$ cat src/rtl/jk_bank_arbiter.sv
// Round-robin arbiter feeding a bank of JK cells; each granted command is applied len+1 times.
// Optional abort/aborted ports are compiled in with JK_BANK_ARBITER_ABORT_EN.
module jk_bank_arbiter #(
    parameter int WIDTH = 8,
    parameter int CNT_W = 4
) (
    input  logic             clk,
    input  logic             rst,
    input  logic             req0_valid,
    output logic             req0_ready,
    input  logic [1:0]       req0_op,
    input  logic [WIDTH-1:0] req0_mask,
    input  logic [CNT_W-1:0] req0_len,
    input  logic             req1_valid,
    output logic             req1_ready,
    input  logic [1:0]       req1_op,
    input  logic [WIDTH-1:0] req1_mask,
    input  logic [CNT_W-1:0] req1_len,
`ifdef JK_BANK_ARBITER_ABORT_EN
    input  logic             abort,
    output logic             aborted,
`endif
    output logic [WIDTH-1:0] q,
    output logic             busy,
    output logic             grant_id,
    output logic             done
);

    typedef enum logic {IDLE, EXEC} state_t;

    state_t           state, state_next;
    logic [WIDTH-1:0] q_next;
    logic [WIDTH-1:0] mask_r, mask_next;
    logic [1:0]       op_r, op_next;
    logic [CNT_W-1:0] counter, counter_next;
    logic             done_next;
    logic             grant_next;
    logic             last_grant, last_next;
    logic             pick0, pick1;
    logic             abort_hit;
`ifdef JK_BANK_ARBITER_ABORT_EN
    logic             aborted_r, aborted_next;

    assign abort_hit = abort;
    assign aborted   = aborted_r;
`else
    assign abort_hit = 1'b0;
`endif

    function automatic logic [WIDTH-1:0] apply_op(input logic [WIDTH-1:0] cur,
                                                  input logic [1:0]       op,
                                                  input logic [WIDTH-1:0] mask);
        logic [WIDTH-1:0] res;
        case (op)
            2'b01:   res = cur & ~mask;
            2'b10:   res = cur | mask;
            2'b11:   res = cur ^ mask;
            default: res = cur;
        endcase
        return res;
    endfunction

    // When both are valid, the requester that did not win last time gets the grant.
    assign pick0 = req0_valid && (!req1_valid || last_grant);
    assign pick1 = req1_valid && (!req0_valid || !last_grant);

    assign req0_ready = (state == IDLE) && !rst && pick0;
    assign req1_ready = (state == IDLE) && !rst && pick1;
    assign busy       = (state == EXEC);

    always_comb begin
        state_next   = state;
        q_next       = q;
        mask_next    = mask_r;
        op_next      = op_r;
        counter_next = counter;
        done_next    = 1'b0;
        grant_next   = grant_id;
        last_next    = last_grant;
`ifdef JK_BANK_ARBITER_ABORT_EN
        aborted_next = 1'b0;
`endif
        case (state)
            IDLE: begin
                if (req0_ready || req1_ready) begin
                    op_next      = req1_ready ? req1_op   : req0_op;
                    mask_next    = req1_ready ? req1_mask : req0_mask;
                    counter_next = req1_ready ? req1_len  : req0_len;
                    grant_next   = req1_ready;
                    last_next    = req1_ready;
                    state_next   = EXEC;
                end
            end
            EXEC: begin
                if (abort_hit) begin
                    state_next   = IDLE;
                    counter_next = '0;
                    done_next    = 1'b1;
`ifdef JK_BANK_ARBITER_ABORT_EN
                    aborted_next = 1'b1;
`endif
                end else begin
                    q_next = apply_op(q, op_r, mask_r);
                    if (counter == '0) begin
                        state_next = IDLE;
                        done_next  = 1'b1;
                    end else begin
                        counter_next = counter - 1'b1;
                    end
                end
            end
            default: state_next = IDLE;
        endcase
    end

    always_ff @(posedge clk or posedge rst) begin
        if (rst) begin
            state      <= IDLE;
            q          <= '0;
            mask_r     <= '0;
            op_r       <= 2'b00;
            counter    <= '0;
            done       <= 1'b0;
            grant_id   <= 1'b0;
            last_grant <= 1'b1;
`ifdef JK_BANK_ARBITER_ABORT_EN
            aborted_r  <= 1'b0;
`endif
        end else begin
            state      <= state_next;
            q          <= q_next;
            mask_r     <= mask_next;
            op_r       <= op_next;
            counter    <= counter_next;
            done       <= done_next;
            grant_id   <= grant_next;
            last_grant <= last_next;
`ifdef JK_BANK_ARBITER_ABORT_EN
            aborted_r  <= aborted_next;
`endif
        end
    end

endmodule

$ cat config.mk
export PLATFORM = sky130hd
export DESIGN_NAME = jk_bank_arbiter
export DESIGN_NICKNAME = d
export VERILOG_FILES = /design/src/rtl/jk_bank_arbiter.sv
export SDC_FILE = /design/constraint.sdc
export NUM_CORES = 1
export LEC_CHECK = 0
export ABC_CLOCK_PERIOD_IN_PS = 2850
export CORE_ASPECT_RATIO = 0.75
export CORE_UTILIZATION = 52
export CTS_CLUSTER_SIZE = 25
export DETAILED_ROUTE_END_ITERATION = 10
export PLACE_DENSITY = 0.9
export SETUP_SLACK_MARGIN = 0.1
export SLEW_MARGIN = 15
export SYNTH_ARGS = -nofsm -noshare
export SYNTH_HDL_FRONTEND = slang
export SYNTH_SLANG_ARGS = --single-unit
export TNS_END_PERCENT = 50
$ cat constraint.sdc
create_clock -name clk -period 2.85 [get_ports clk]
set_input_delay 0.285 -clock clk [delete_from_list [all_inputs] [get_ports clk]]
set_output_delay 0.285 -clock clk [all_outputs]
set_load 0.02 [all_outputs]
==> qor.yml <==
hold_viol_final: 0
synth_top_area_share_pct: 36.0
core-area_sq_mm: 0.00306
powerDensity_mw_per_mm2: 1010
grt_antenna_before_repair: 0
grt_pass1_vias: 1407
hp-class: "in2async"
synth_fp_nets: 239
gp_congestion: 0.806
cts_buffers: 3
final-setup-viol-count: 0
port_buffers: 44
wirelength_um: 3530
routedWlPerCell_um: 13.2
die_area_sq_mm: 0.00358
cp.required_ns: 2.57
yosys-top-cells-count: "nor2_1, dfrtp_1, inv_1, ha_1, nand2_1"
die_h_um: 52.1
antenna_left: 0
vias: 1420
cts_setup_buffers: 0
cts_resized: 0
initial_core_util_pct: 56.8
clkLatencyLatePin_ns: 0.27
synth-edff-count: 0
synth_most_common_cell: "nor2_1"
start_kind: "input pin"
clockRootBuffer: "clkbuf_8"
hold_buffers: 0
ys.flop_type: "dfrtp_1"
htreeDepth: 1
overflow: 0
tritoncts: "done"
grt_first_pass_wirelength_um: 6290
cp_max_fo: 12
clk_pin_slew_ns: 0.08
row_count: 17
ys_seq_elements: 26
grt_start_max_net_pins: 27
dp.cells: 263
p_int_uw: 1280
seqPwrFrac_pct: 35.1
fin_crit_sh_pct: 79.5
finalMaxSlewViolations: 0
cp.arrival_ns: 1.98
dp_hpwl_um: 2570
swShare_pct: 43.1
tightest_slew_ns: 0.774
synth.distinct_cells: 30
p_sw_uw: 971
status: "finished, final reports clean"
io_pins: 45
crit_path_end_kind: "output pin"
fmax_mhz: 441
clock_sinks: 26
finalSetupTns_ns: 0
syn_area_sq_mm: 0.00174
rr_startpoint: "op_r[1]"
area.growth.synth_to_final_pct: 27.9
netlist.top_cell.by_area: "dfrtp_1"
chipWidth_um: 68.8
critPathKind: "in2out"
slew_headroom_pct: 48.4
yosys_warnings: 0
drc_errors: 0
fin_skew_ns: 0.00528
cts_buffer_depth: 2
maxCapViolations: 0
layout.nets: 280
leakagePower_uw: 0.00111
track_usage_pct: 24.1
drt_iter0_markers: 75
ir_drop_uv: 545
fin_cells: 267
syn_inst: 189
viasPerCell: 5.32
synth_area_leaders: "dfrtp_1, ha_1, nor2_1, mux2i_1, mux2_2"
ys_async_sr_fraction_pct: 100
min_period_ns: 2.27
clkPwrFrac_pct: 10.5
rsz0062_at_grt: "false"
dr.pass1.iters: 4
drive_above_1_share_pct: 8.73
num_antenna_cells: 0
syn_avg_cell_area_sq_um: 9.20
startpoint: "req1_valid"
ys_seq_area_share_pct: 37.5
p_comb_share_pct: 54.4
## final cells by class
cell class,instances,area (sq um)
timing repair buffer,46,455
multi-input combinational,129,925
sequential,26,652
inverter,24,90.1
tap,38,47.5
fill,236,838
clock buffer,4,55.1
## logic make-up (layout without fill, tap and decap cells)
logic type,Yosys count,in the layout,synth area share (%)
adder cells (fa/ha/maj),18,18,12.9
AO/OA/AOI/OAI,42,42,15.8
AND/OR/NAND/NOR,49,49,12.5
flip-flops,26,26,37.5
buffers and inverters,34,74,9.35
multiplexers,18,18,10.9
XOR/XNOR,2,2,1.01
## worst paths after layout
kind / depth (start not counted) / end / slack [ns]
setup / recovery: 5 / req1_ready / 0.58
hold / removal: 2 / grant_id / 0.34
setup reg to reg: 3 / q[2] / 1.26
hold reg to reg: 2 / mask_r[1] / 0.51
max in group asynchronous: 3 / mask_r[7] / 1.99
min in group clk: 2 / mask_r[1] / 0.51
## power groups by stage
stage | logic, uW | registers [uW] | clock network [uW]
3_5_place_dp | 1200 | 795 | 0
5_1_grt | 1400 | 826 | 261
2_1_floorplan | 867 | 776 | 0
6_report | 1220 | 790 | 237
4_1_cts | 1230 | 788 | 244
3_3_place_gp | 1130 | 781 | 0
## critical path, stage by stage
cell and delay (ns):
clkdlybuf4s50_1 0.54, a21boi_4 0.26, nand2_4 0.17, inv_2 0.13
clkdlybuf4s50_1 0.61
## state kept, by name (all words and copies together) (netlist names)
name / count
busy: 1
counter: 4
done: 1
grant_id: 1
last_grant: 1
mask_r: 8
op_r: 2
q: 8
## routing by layer
metal  vias up  track usage [%]  share of wire, %
met5         -                0                 0
met4         0             6.46              0.96
met3         4             5.48               4.0
met2        41             39.9                48
met1       658             31.4                47
li1        717                -                 -
## per-stage QoR
| step | util (%) | cell area (sq um) | hold slack [ns] | power, uW | setup WS (ns) |
|---|---|---|---|---|---|
| floorplan | - | 1740 | 0.341 | 1640 | 1.32 |
| global placement | 70.8 | 2170 | 0.469 | 1910 | 0.645 |
| detailed placement | 70.8 | 2170 | 0.476 | 1990 | 0.587 |
| CTS | 72.6 | 2220 | 0.335 | 2260 | 0.592 |
| global route | 72.6 | 2220 | 0.342 | 2490 | 0.524 |
| finish | 72.6 | 2220 | 0.337 | 2250 | 0.583 |
## layout by cell type, fill, tap and decap left out
| cell type | n |
|---|---|
| inv_1 | 23 |
| inv_2 | 1 |
| nor3_1 | 1 |
| mux2_2 | 8 |
| clkbuf_8 | 4 |
| nand2_1 | 15 |
| mux2i_1 | 10 |
| a31o_1 | 1 |
| or2_1 | 1 |
| a22oi_1 | 1 |
| a21oi_1 | 5 |
| dfstp_2 | 1 |
| a222oi_1 | 2 |
| nor2_8 | 1 |
| clkdlybuf4s50_1 | 44 |
| and2_1 | 1 |
| a31oi_1 | 11 |
| nor2_1 | 28 |
| xor2_1 | 2 |
| a21boi_4 | 1 |
| o21ai_1 | 9 |
| o2bb2ai_2 | 1 |
| ha_1 | 18 |
| nor3b_1 | 1 |
| o22ai_1 | 8 |
| buf_4 | 2 |
| o21ai_0 | 3 |
| nand2_4 | 1 |
| dfrtp_1 | 25 |
Power figures use the tool's default switching activity.
